File: config.mk
export PLATFORM = sky130hd
export DESIGN_NAME = packet_buffer_arbiter_flat
export DESIGN_NICKNAME = d
export VERILOG_FILES = /design/src/rtl/packet_buffer_arbiter_if.sv /design/src/rtl/packet_buffer_arbiter.sv /design/src/flat_wrapper.sv
export SDC_FILE = /design/constraint.sdc
export NUM_CORES = 1
export LEC_CHECK = 0
export ABC_AREA = 1
export CORE_ASPECT_RATIO = 1.5
export CORE_UTILIZATION = 23
export CTS_CLUSTER_SIZE = 30
export DETAILED_ROUTE_END_ITERATION = 8
export PLACE_DENSITY = 0.77
export SLEW_MARGIN = 20
export SYNTH_ARGS = -nofsm -noshare
export SYNTH_HDL_FRONTEND = slang
export SYNTH_SLANG_ARGS = --single-unit
File: constraint.sdc
create_clock -name clk -period 0.85 [get_ports clk]
set_input_delay 0.085 -clock clk [delete_from_list [all_inputs] [get_ports clk]]
set_output_delay 0.085 -clock clk [all_outputs]
set_load 0.03 [all_outputs]
File: src/rtl/packet_buffer_arbiter_if.sv
// Client-side bus of the packet buffer arbiter: two write clients and two
// read clients sharing one RAM driver. The clients drive the master modport
// and the arbiter uses the slave modport.
interface packet_buffer_arbiter_if #(
    parameter int ADDR_WIDTH = 11,
    parameter int DATA_WIDTH = 8
);
    logic [1:0]            wr_req;
    logic [ADDR_WIDTH-1:0] wr_addr0;
    logic [ADDR_WIDTH-1:0] wr_addr1;
    logic [DATA_WIDTH-1:0] wr_val0;
    logic [DATA_WIDTH-1:0] wr_val1;
    logic [1:0]            wr_gnt;
    logic [1:0]            rd_req;
    logic [ADDR_WIDTH-1:0] rd_addr0;
    logic [ADDR_WIDTH-1:0] rd_addr1;
    logic [1:0]            rd_gnt;
    logic [1:0]            rd_valid;
    logic [DATA_WIDTH-1:0] rd_data;
    logic                  addr_err;

    modport master (
        output wr_req, wr_addr0, wr_addr1, wr_val0, wr_val1,
        output rd_req, rd_addr0, rd_addr1,
        input  wr_gnt, rd_gnt, rd_valid, rd_data, addr_err
    );

    modport slave (
        input  wr_req, wr_addr0, wr_addr1, wr_val0, wr_val1,
        input  rd_req, rd_addr0, rd_addr1,
        output wr_gnt, rd_gnt, rd_valid, rd_data, addr_err
    );
endinterface

File: src/rtl/packet_buffer_arbiter.sv
// packet_buffer_arbiter: shares one packet buffer RAM driver between two write
// clients and two read clients. The write and read ports are arbitrated
// independently with zero added latency. Read responses are steered back to
// the issuing client by a tag pipe that matches the RAM read latency.
// Optional build macro: PB_ARB_FIXED_PRIO_EN selects fixed priority
// (client 0 always wins) instead of the default round-robin arbitration.
module packet_buffer_arbiter #(
    parameter int RAM_SIZE     = 2048,
    parameter int ADDR_WIDTH   = 11,
    parameter int DATA_WIDTH   = 8,
    parameter int READ_LATENCY = 2
) (
    input  logic                  clk,
    input  logic                  reset,
    packet_buffer_arbiter_if.slave bus,
    output logic                  ram_write_enable,
    output logic [ADDR_WIDTH-1:0] ram_write_addr,
    output logic [DATA_WIDTH-1:0] ram_write_val,
    output logic                  ram_read_req,
    output logic [ADDR_WIDTH-1:0] ram_read_addr,
    input  logic                  ram_read_ready,
    input  logic [DATA_WIDTH-1:0] ram_read_out
);

    // One in-flight read: oor marks a read that never reached the RAM and
    // must be answered with zero data by the tag pipe itself.
    typedef struct packed {
        logic valid;
        logic oor;
        logic id;
    } tag_t;

    // Index 0 is the write port, index 1 the read port.
    logic [1:0] req_vec [2];
    logic [1:0] gnt_vec [2];

    assign req_vec[0] = bus.wr_req;
    assign req_vec[1] = bus.rd_req;

    genvar gi;
    generate
        for (gi = 0; gi < 2; gi++) begin : arb
            logic [1:0] gnt;
`ifdef PB_ARB_FIXED_PRIO_EN
            // Fixed priority: client 0 always wins contention.
            always_comb begin
                gnt = 2'b00;
                if (!reset) begin
                    if (req_vec[gi][0]) begin
                        gnt = 2'b01;
                    end else if (req_vec[gi][1]) begin
                        gnt = 2'b10;
                    end
                end
            end
`else
            // Remembers which client was granted last; starts at client 1
            // so that client 0 wins the first contention after reset.
            logic last_reg;

            // Pointer moves only on an actual grant.
            always_ff @(posedge clk) begin
                if (reset) begin
                    last_reg <= 1'b1;
                end else if (gnt != 2'b00) begin
                    last_reg <= gnt[1];
                end
            end

            // Round-robin grant: under contention the client not granted last wins.
            always_comb begin
                gnt = 2'b00;
                if (!reset) begin
                    case (req_vec[gi])
                        2'b01:   gnt = 2'b01;
                        2'b10:   gnt = 2'b10;
                        2'b11:   gnt = last_reg ? 2'b01 : 2'b10;
                        default: gnt = 2'b00;
                    endcase
                end
            end
`endif
            assign gnt_vec[gi] = gnt;
        end
    endgenerate

    assign bus.wr_gnt = gnt_vec[0];
    assign bus.rd_gnt = gnt_vec[1];

    // Write path: the granted client's address/data go straight to the RAM.
    logic                  wr_acc;
    logic                  wr_oor;
    logic [ADDR_WIDTH-1:0] wr_addr;
    logic [DATA_WIDTH-1:0] wr_val;

    assign wr_acc  = |gnt_vec[0];
    assign wr_addr = gnt_vec[0][1] ? bus.wr_addr1 : bus.wr_addr0;
    assign wr_val  = gnt_vec[0][1] ? bus.wr_val1  : bus.wr_val0;
    assign wr_oor  = 32'(wr_addr) >= 32'(RAM_SIZE);

    assign ram_write_enable = wr_acc && !wr_oor;
    assign ram_write_addr   = ram_write_enable ? wr_addr : '0;
    assign ram_write_val    = ram_write_enable ? wr_val  : '0;

    // Read path: the granted client's address goes straight to the RAM.
    logic                  rd_acc;
    logic                  rd_oor;
    logic [ADDR_WIDTH-1:0] rd_addr;

    assign rd_acc  = |gnt_vec[1];
    assign rd_addr = gnt_vec[1][1] ? bus.rd_addr1 : bus.rd_addr0;
    assign rd_oor  = 32'(rd_addr) >= 32'(RAM_SIZE);

    assign ram_read_req  = rd_acc && !rd_oor;
    assign ram_read_addr = ram_read_req ? rd_addr : '0;

    // Tag pipe: one slot per cycle of RAM read latency.
    tag_t tag_in;
    tag_t tag_out;
    tag_t tag_reg [READ_LATENCY];

    assign tag_in = '{valid: rd_acc, oor: rd_acc && rd_oor, id: gnt_vec[1][1]};

    // Shift the tag of every issued read towards the response stage.
    always_ff @(posedge clk) begin
        if (reset) begin
            for (int i = 0; i < READ_LATENCY; i++) begin
                tag_reg[i] <= '0;
            end
        end else begin
            tag_reg[0] <= tag_in;
            for (int i = 1; i < READ_LATENCY; i++) begin
                tag_reg[i] <= tag_reg[i-1];
            end
        end
    end

    // A response is delivered only against a live tag; out-of-range reads
    // complete on their own with zero data.
    logic rd_fire;

    assign tag_out      = tag_reg[READ_LATENCY-1];
    assign rd_fire      = !reset && tag_out.valid && (tag_out.oor || ram_read_ready);
    assign bus.rd_valid = rd_fire ? (tag_out.id ? 2'b10 : 2'b01) : 2'b00;
    assign bus.rd_data  = (rd_fire && !tag_out.oor) ? ram_read_out : '0;

    // Address error pulses the cycle after any granted out-of-range op.
    logic addr_err_reg;

    always_ff @(posedge clk) begin
        if (reset) begin
            addr_err_reg <= 1'b0;
        end else begin
            addr_err_reg <= (wr_acc && wr_oor) || (rd_acc && rd_oor);
        end
    end

    assign bus.addr_err = addr_err_reg && !reset;

endmodule
File: src/flat_wrapper.sv
// flat-port wrapper written by rule: the top's interface ports become plain ports
module packet_buffer_arbiter_flat 
#(
    parameter int RAM_SIZE     = 2048,
    parameter int ADDR_WIDTH   = 11,
    parameter int DATA_WIDTH   = 8,
    parameter int READ_LATENCY = 2
)
  (clk, reset, ram_write_enable, ram_write_addr, ram_write_val, ram_read_req, ram_read_addr, ram_read_ready, ram_read_out, bus_wr_req, bus_wr_addr0, bus_wr_addr1, bus_wr_val0, bus_wr_val1, bus_rd_req, bus_rd_addr0, bus_rd_addr1, bus_wr_gnt, bus_rd_gnt, bus_rd_valid, bus_rd_data, bus_addr_err);
  packet_buffer_arbiter_if #(.ADDR_WIDTH(ADDR_WIDTH), .DATA_WIDTH(DATA_WIDTH)) bus_i ();
  input  logic clk;
  input  logic reset;
  output logic ram_write_enable;
  output logic [ADDR_WIDTH-1:0] ram_write_addr;
  output logic [DATA_WIDTH-1:0] ram_write_val;
  output logic ram_read_req;
  output logic [ADDR_WIDTH-1:0] ram_read_addr;
  input  logic ram_read_ready;
  input  logic [DATA_WIDTH-1:0] ram_read_out;
  input wire logic [$bits(bus_i.wr_req)-1:0] bus_wr_req;
  input wire logic [$bits(bus_i.wr_addr0)-1:0] bus_wr_addr0;
  input wire logic [$bits(bus_i.wr_addr1)-1:0] bus_wr_addr1;
  input wire logic [$bits(bus_i.wr_val0)-1:0] bus_wr_val0;
  input wire logic [$bits(bus_i.wr_val1)-1:0] bus_wr_val1;
  input wire logic [$bits(bus_i.rd_req)-1:0] bus_rd_req;
  input wire logic [$bits(bus_i.rd_addr0)-1:0] bus_rd_addr0;
  input wire logic [$bits(bus_i.rd_addr1)-1:0] bus_rd_addr1;
  output wire logic [$bits(bus_i.wr_gnt)-1:0] bus_wr_gnt;
  output wire logic [$bits(bus_i.rd_gnt)-1:0] bus_rd_gnt;
  output wire logic [$bits(bus_i.rd_valid)-1:0] bus_rd_valid;
  output wire logic [$bits(bus_i.rd_data)-1:0] bus_rd_data;
  output wire logic [$bits(bus_i.addr_err)-1:0] bus_addr_err;
  assign bus_i.wr_req = bus_wr_req;
  assign bus_i.wr_addr0 = bus_wr_addr0;
  assign bus_i.wr_addr1 = bus_wr_addr1;
  assign bus_i.wr_val0 = bus_wr_val0;
  assign bus_i.wr_val1 = bus_wr_val1;
  assign bus_i.rd_req = bus_rd_req;
  assign bus_i.rd_addr0 = bus_rd_addr0;
  assign bus_i.rd_addr1 = bus_rd_addr1;
  assign bus_wr_gnt = bus_i.wr_gnt;
  assign bus_rd_gnt = bus_i.rd_gnt;
  assign bus_rd_valid = bus_i.rd_valid;
  assign bus_rd_data = bus_i.rd_data;
  assign bus_addr_err = bus_i.addr_err;
  packet_buffer_arbiter #(.RAM_SIZE(RAM_SIZE), .ADDR_WIDTH(ADDR_WIDTH), .DATA_WIDTH(DATA_WIDTH), .READ_LATENCY(READ_LATENCY)) u_core (.clk(clk), .reset(reset), .bus(bus_i), .ram_write_enable(ram_write_enable), .ram_write_addr(ram_write_addr), .ram_write_val(ram_write_val), .ram_read_req(ram_read_req), .ram_read_addr(ram_read_addr), .ram_read_ready(ram_read_ready), .ram_read_out(ram_read_out));
endmodule
* Word-level counts from Yosys, hierarchy flattened *
Memory sizes are Yosys's and may differ from the RTL's.
Cells that the tools add are included.

word-level totals
  memories kept = 1
  logic and storage cells = 41
  input bits = 75
  memory bits (writable) = 6
  flip-flop bits (word level) = 2
  output and inout port bits = 47

memories
  name            depth  width  read ports  clocked after Yosys merged registers in  write ports  line                          RTL
  u_core.tag_reg  2      3      2           0                                        2            packet_buffer_arbiter.sv:120  tag_t tag_reg [READ_LATENCY];

cells by class
  reduce and logical (&&, ||, !) cells = 10
  equal/unequal tests = 6
  multiplexer cells = 20
  bitwise operators = 2

operator list
  cell                count
  $mux 11             4
  $mux 8              3
  $mux 2              6
  $pmux 2 s3          2
  $eq 2x2->1 const B  4
  $mux 3              2
  $eq 2x1->1 const B  2
  $reduce_bool 2->1   2
  $reduce_or 2->1     2
  $logic_and 1x1->1   3
  $mux 1              3
  $logic_not 1->1     2
  $or 1x1->1          2
  $logic_or 1x1->1    1

* Logic depth before layout (Yosys ltp) *
Gate-level depths: netlist of the first run.

  depth after elaboration = 5
  gate-level depth with buffers = 6
  mapped depth without buffers = 5

* Worst setup path after synthesis of the first run *
Ideal clock, no wire load.

  kind = register to output
  start point = register u_core.arb[1].last_reg
  end point = output ram_read_addr[1]
  data required time = 0.765 ns
  data arrival time = 1.162 ns
  path slack = -0.397 ns
  stages on the path, launching flop included = 7
  buffers on the path = 1
  path through = dfxtp_1 -> nand2_1 -> nand3_1 -> buf_2 -> nand2_1 -> nand2_1 -> nor2_1

between the ends
  cells in the longest elaborated chain, start to end = 5
  elaborated cells on any way between the ends = 6
  classes of those cells = mux: 5; reduce/logical: 1

RTL lines
  element                                            line                                                        RTL
  start, declared                                    packet_buffer_arbiter.sv:59                                 logic last_reg;
  start signal, assigned                             packet_buffer_arbiter.sv:66                                 last_reg <= gnt[1];
  $mux 2 *                                           packet_buffer_arbiter.sv:77                                 2'b11: gnt = last_reg ? 2'b01 : 2'b10;
  $pmux 2 s3 *                                       packet_buffer_arbiter.sv:74                                 case (req_vec[gi])
  $mux 2 *                                           packet_buffer_arbiter.sv:73                                 if (!reset) begin
  $mux 11 / $reduce_or 2->1 (equally long branches)  packet_buffer_arbiter.sv:111, packet_buffer_arbiter.sv:110
  $mux 11 *                                          packet_buffer_arbiter.sv:115                                assign ram_read_addr = ram_read_req ? rd_addr : '0;
  end, declared                                      flat_wrapper.sv:17                                          output logic [ADDR_WIDTH-1:0] ram_read_addr;

Every way passes the cells marked *; elsewhere a longest branch is shown, timed or not.

* Worst setup path after layout of the first run *
  start point = register u_core.arb[0].last_reg
  end point = output ram_write_val[2]

between the ends
  cells in the longest elaborated chain, start to end = 5
  elaborated cells on any way between the ends = 6
  classes of those cells = mux: 5; reduce/logical: 1

RTL lines
  element                                           line                                                      RTL
  start, declared                                   packet_buffer_arbiter.sv:59
  start signal, assigned                            packet_buffer_arbiter.sv:66
  $mux 2 *                                          packet_buffer_arbiter.sv:77
  $pmux 2 s3 *                                      packet_buffer_arbiter.sv:74
  $mux 2 *                                          packet_buffer_arbiter.sv:73
  $mux 8 / $reduce_or 2->1 (equally long branches)  packet_buffer_arbiter.sv:98, packet_buffer_arbiter.sv:96
  $mux 8 *                                          packet_buffer_arbiter.sv:103                              assign ram_write_val = ram_write_enable ? wr_val : '0;
  end, declared                                     flat_wrapper.sv:15                                        output logic [DATA_WIDTH-1:0] ram_write_val;

Marked as above.

==> results.cfg, run 1 <==
[status]
status = finished, violations left
violations = negative setup slack

[clock_network]
cts_buffers = 3
insertion_delay_ps = 220
htreeDepth = 1
hold_buffers = 0
cts_tree = done
clk_pin_slew_ps = 40
cts.sinks = 6
ctsRootBufferMaster = clkbuf_8
clockBufferDepth = 2

[timing]
rsz0062_at_grt = true
fmax_mhz = 699
period_minus_slack_ps = 1430
drv_slew = 0
fin_crit_sh_pct = 168
setup_slack_ps = -581
clock_skew_ps = 3.73
setup_viol = 45
fin_tns_setup_ps = -19630
finalHoldViolCount = 0

[finish]
antennaDiodeCount = 0
finalNonFillerCells = 402
largest_reg_flops = 4
layout.nets = 434
syn2layout_area_growth_pct = 253
final_core_util_pct = 85.7
drive_gt1_share_pct = 61.9

[hold_path]
min_path_cells = 3
worstHoldStart = reset
hold_end = u_core.arb[0].last_reg
hp-class = in2reg

[critical_path]
worstPathRequired_ps = 760
r2r_start = u_core.arb[0].last_reg
cp.arrival_ps = 1350
path_max_fanout = 13
criticalPathCategory = reg2out
end_kind = output pin
reg2reg_slack_ps = 20
r2r-end = u_core.arb[0].last_reg
worst-r2r-cell-count = 5
crit_path_start_kind = register

[pwr]
p_sw_mw = 1.04
combPwrFrac_pct = 71.6
intPower_mw = 1.56
leakage_nw = 1.58
power.density_nw_per_um2 = 768
swShare_pct = 40.0
p_clk_share_pct = 16.3
vdd_drop_max_uv = 816
seqPwrFrac_pct = 12.1

[logic_synthesis]
synthCells = 214
syn_avg_cell_area_um2 = 4.49
ys_seq_elements = 6
yosysUniqueCellTypes = 14
ys_seq_area_share_pct = 12.5
synth_nets = 289
ys.warnings.count = 0
synth_area_um2 = 961

[grt]
antenna_found_initial = 0
grt_overflow = 0
grt_use_total_pct = 25.1
grt_pass1_wl_um = 8160
grt_pass1_vias = 1835
grt_max_degree = 14

[placement]
dp.final_hpwl_um = 3520
gp_congestion = 0.718
port_buffers = 120
dp.cells = 385

[floorplanning]
rows = 28
num_io_pins = 122
start_util_pct = 24.3
die_x_um = 54.8
dieArea_um2 = 4450
die_height_um = 81.2
core_um2 = 3960

[routing]
dr.pass1.iters = 4
ant_nets = 0
post_drt_wl_per_cell_um = 14.1
via_per_inst = 4.56
drc = 0
wl_um = 5680
drt_iter0_drc = 23
vias = 1835

[flow_run]
max_cap_violations = 0
routing by layer:
layer / wire, um / GRT usage (%) / up-vias
met5: 0 / 0 / -
met4: 125 / 7.95 / 0
met3: 636 / 8.43 / 14
met2: 3340 / 51.1 / 105
met1: 1580 / 20.4 / 829
li1: - / - / 887
worst max path at each step:
stage,startpoint,to,slack [ps],cells past startpoint
after floorplan,u_core.arb[0].last_reg,ram_write_addr[1],-160,6
after global placement,reset,ram_read_addr[9],-690,7
after detailed placement,reset,ram_read_addr[3],-720,7
after CTS,u_core.arb[0].last_reg,ram_write_val[3],-540,7
after global routing,u_core.arb[0].last_reg,ram_write_val[2],-650,7
final,u_core.arb[0].last_reg,ram_write_val[2],-580,7
cell families (layout without fill, tap and decap cells):
logic type / after synthesis / after routing / synth area share, %
AND/OR/NAND/NOR: 142 / 142 / 56.6
AO/OA/AOI/OAI: 7 / 7 / 4.95
other: 1 / 1 / 0.390
flip-flops: 6 / 6 / 12.5
buffers and inverters: 58 / 201 / 25.5
worst max-delay path, stage by stage, from the launching register on:
cell     delay (ps)
dfxtp_2         320
nand2_2          80
nand3_4         120
buf_6           180
nand2_1          90
nand2_2          80
nor2_4          100
buf_4           150
cells in the final DEF, fill, tap and decap left out, drive strengths merged:
master         synthesis  final
conb                   1      1
inv                   48     47
clkbuf                 0      3
clkdlybuf4s50          0     68
nand3                  5      5
dfxtp                  6      6
buf                   10     81
a21oi                  2      2
nor2                  73     73
dlygate4sd2            0      1
nand2                 64     64
clkinv                 0      1
o211ai                 2      2
o21a                   3      3
final cells by class:
class                           instances  area [um2]
Inverter                               48         193
Tap cell                               45        56.3
Clock buffer                            3        41.3
Multi-Input combinational cell        150        1300
Fill cell                             204         568
Sequential cell                         6         124
Timing Repair Buffer                  150        1680
power groups by stage:
stage / Clock (mW) / Combinational (mW) / Sequential (mW)
final: 0.424 / 1.86 / 0.316
after global routing: 0.446 / 1.97 / 0.317
after CTS: 0.431 / 1.79 / 0.314
after detailed placement: 0 / 1.41 / 0.315
after global placement: 0 / 1.39 / 0.314
after floorplan: 0 / 0.763 / 0.313
per-stage QoR:
stage | hold WS, ps | worst slack (ps) | total power [mW] | cell area, um2
final | 153 | -581 | 2.60 | 3390
after global routing | 162 | -647 | 2.73 | 3390
after CTS | 153 | -542 | 2.53 | 3280
after detailed placement | 392 | -717 | 1.73 | 2630
after global placement | 384 | -694 | 1.70 | 2630
after floorplan | 149 | -156 | 1.08 | 1380
Yosys cell counts (all sizes together):
cell | number | area share [%]
o211ai | 2 | 1.6
dfxtp | 6 | 13
inv | 48 | 19
nand2 | 64 | 25
nand3 | 5 | 3.1
buf | 10 | 6.8
a21oi | 2 | 1.0
conb | 1 | 0.39
o21a | 3 | 2.3
nor2 | 73 | 29
timing repair:
| item | 4_1_cts | 5_1_grt |
|---|---|---|
| cloned | 5 | 0 |
| endpoints found under the setup margin | 50 | 45 |
| pin swaps | 10 | 13 |
| setup buffers | 9 | 2 |
| resized for setup | 140 | 38 |
Note: power is estimated with default switching activity, not from simulation.
==> inputs of run 2 (changes only) <==
--- a/config.mk
+++ b/config.mk
@@ -6,11 +6,12 @@
 export NUM_CORES = 1
 export LEC_CHECK = 0
 export ABC_AREA = 1
+export CAP_MARGIN = 20
 export CORE_ASPECT_RATIO = 1.5
-export CORE_UTILIZATION = 23
+export CORE_UTILIZATION = 26
 export CTS_CLUSTER_SIZE = 30
 export DETAILED_ROUTE_END_ITERATION = 8
-export PLACE_DENSITY = 0.77
+export PLACE_DENSITY = 0.82
 export SLEW_MARGIN = 20
 export SYNTH_ARGS = -nofsm -noshare
 export SYNTH_HDL_FRONTEND = slang
==> constraint.sdc (replaced) <==
create_clock -name clk -period 1.74 [get_ports clk]
set_input_delay 0.174 -clock clk [delete_from_list [all_inputs] [get_ports clk]]
set_output_delay 0.174 -clock clk [all_outputs]
set_load 0.03 [all_outputs]
==> results.cfg, run 2 (same netlist as run 1, synthesis figures left out) <==
[status]
status = completed

[routing]
wl_um = 3330
ant_nets = 0
via_per_inst = 4.14
drc = 0
post_drt_wl_per_cell_um = 8.85
dr.pass1.iters = 4
vias = 1557
drt_iter0_drc = 19

[pwr]
intPower_mw = 0.577
power.density_nw_per_um2 = 422
leakage_nw = 1.29
seqPwrFrac_pct = 16.5
p_sw_mw = 0.336
combPwrFrac_pct = 60.3
p_clk_share_pct = 23.2
finalPower_mw = 0.913
vdd_drop_max_uv = 529
swShare_pct = 36.8

[clock_network]
cts.sinks = 6
htreeDepth = 1
post_cts_buffers = 0
cts_buffers = 3
hold_buffers = 0
clk_pin_slew_ps = 40
clockBufferDepth = 2
cts_tree = done
ctsRootBufferMaster = clkbuf_8
insertion_delay_ps = 220
cts.repair.resized = 0

[grt]
antenna_found_initial = 0
grt_max_degree = 40
grt_pass1_wl_um = 5020
grt_pass1_vias = 1322
grt_use_total_pct = 15.7
grt_overflow = 0

[timing]
setup_viol = 0
rsz0062_at_grt = false
clock_skew_ps = 0.324
fmax_mhz = 614
fin_tns_setup_ps = 0
drv_slew = 0
fin_crit_sh_pct = 93.6
period_minus_slack_ps = 1630
finalHoldViolCount = 0

[finish]
finalNonFillerCells = 376
largest_reg_flops = 4
syn2layout_area_growth_pct = 125
layout.nets = 411
fill_cells = 335
mostFrequentLayoutCells = 73 x clkdlybuf4s50_1, 71 x nor2_1, 63 x nand2_1, 51 x buf_4, 47 x inv_1
final_common_cell = clkdlybuf4s50_1
drive_gt1_share_pct = 18.3
antennaDiodeCount = 0

[floorplanning]
core_um2 = 3480
num_io_pins = 122
dieArea_um2 = 3950
start_util_pct = 27.6
rows = 26
die_height_um = 76.5
die_x_um = 51.6

[critical_path]
criticalPathCategory = in2out
path_max_fanout = 11
cp.arrival_ps = 1460
end_kind = output pin
slowest_stage = clkdlybuf4s50_1
path_cells = clkdlybuf4s50_1, inv_2, nand3_1, buf_4, nand2_1, nand2_1, nor2_2, buf_4
crit_path_start_kind = input pin
cp_slowest_stage_delay_ps = 440
worstPathRequired_ps = 1570

[hold_path]
hp-class = in2reg

[placement]
port_buffers = 120
gp_congestion = 0.765
dp.final_hpwl_um = 2720
dp.cells = 373

[flow_run]
max_cap_violations = 0
[run 2: changes by cell type in the layout (fill, tap and decap cells not counted), sizes merged]
cell           before  now
buf                81   53
clkdlybuf4s50      68   73
clkinv              1    0
dlygate4sd2         1    0
dlymetal6s2s        0    1
inv                47   48
[run 2: metal layers]
metal	GRT usage (%)	up-vias	part of all wire (%)
li1	-	837	-
met1	14.6	627	38
met2	30.1	89	49
met3	6.19	4	12
met4	3.78	0	1.1
met5	0	-	0
[run 2: metrics by stage]
stage	instance area [um2]	setup slack, ps	utilization [%]	hold WS [ps]
after floorplan	961	391	-	245
after global placement	2110	116	60.7	390
after detailed placement	2110	73.9	60.7	398
after CTS	2150	56.4	61.9	405
after global routing	2160	2.37	62.1	336
final	2160	111	62.1	328
[run 2: cell type report]
type	instances	area [um2]	area share, %
repair buffers	127	1170	53.9
well taps	42	52.6	2.43
clock buffers	3	41.3	1.91
flip-flops and latches	6	120	5.55
inverters	48	180	8.33
multi-input cells	150	603	27.9
[run 2: power groups by stage]
stage               sequential (mW)  combinational [mW]  clock (mW)
finish                        0.150               0.551       0.212
global route                  0.151               0.594       0.229
CTS                           0.150               0.554       0.211
detailed placement            0.152               0.551           0
global placement              0.152               0.545           0
floorplan                     0.151               0.264           0
[run 2: critical path, delay by kind of cell]
kind	cells	cell delay, ps
buffers and inverters	4	950
and+or+nand+nor	4	340
[run 2: final timing paths]
path	start	cells past startpoint	to	slack, ps
setup / recovery	reset	8	ram_read_addr[1]	110
hold / removal	bus_rd_req[0]	2	u_core.tag_reg[0][2]	330
setup reg to reg	u_core.arb[1].last_reg	4	u_core.tag_reg[0][0]	910
hold reg to reg	u_core.tag_reg[0][0]	2	u_core.tag_reg[0][3]	400
==> inputs of run 3 (changes only) <==
--- a/config.mk
+++ b/config.mk
@@ -9,7 +9,7 @@
 export CAP_MARGIN = 20
 export CORE_ASPECT_RATIO = 1.5
 export CORE_UTILIZATION = 26
-export CTS_CLUSTER_SIZE = 30
+export CTS_CLUSTER_SIZE = 16
 export DETAILED_ROUTE_END_ITERATION = 8
 export PLACE_DENSITY = 0.82
 export SLEW_MARGIN = 20
==> results of run 3 <==
No change in the layout: final DEF, timing and power equal those of run 2.
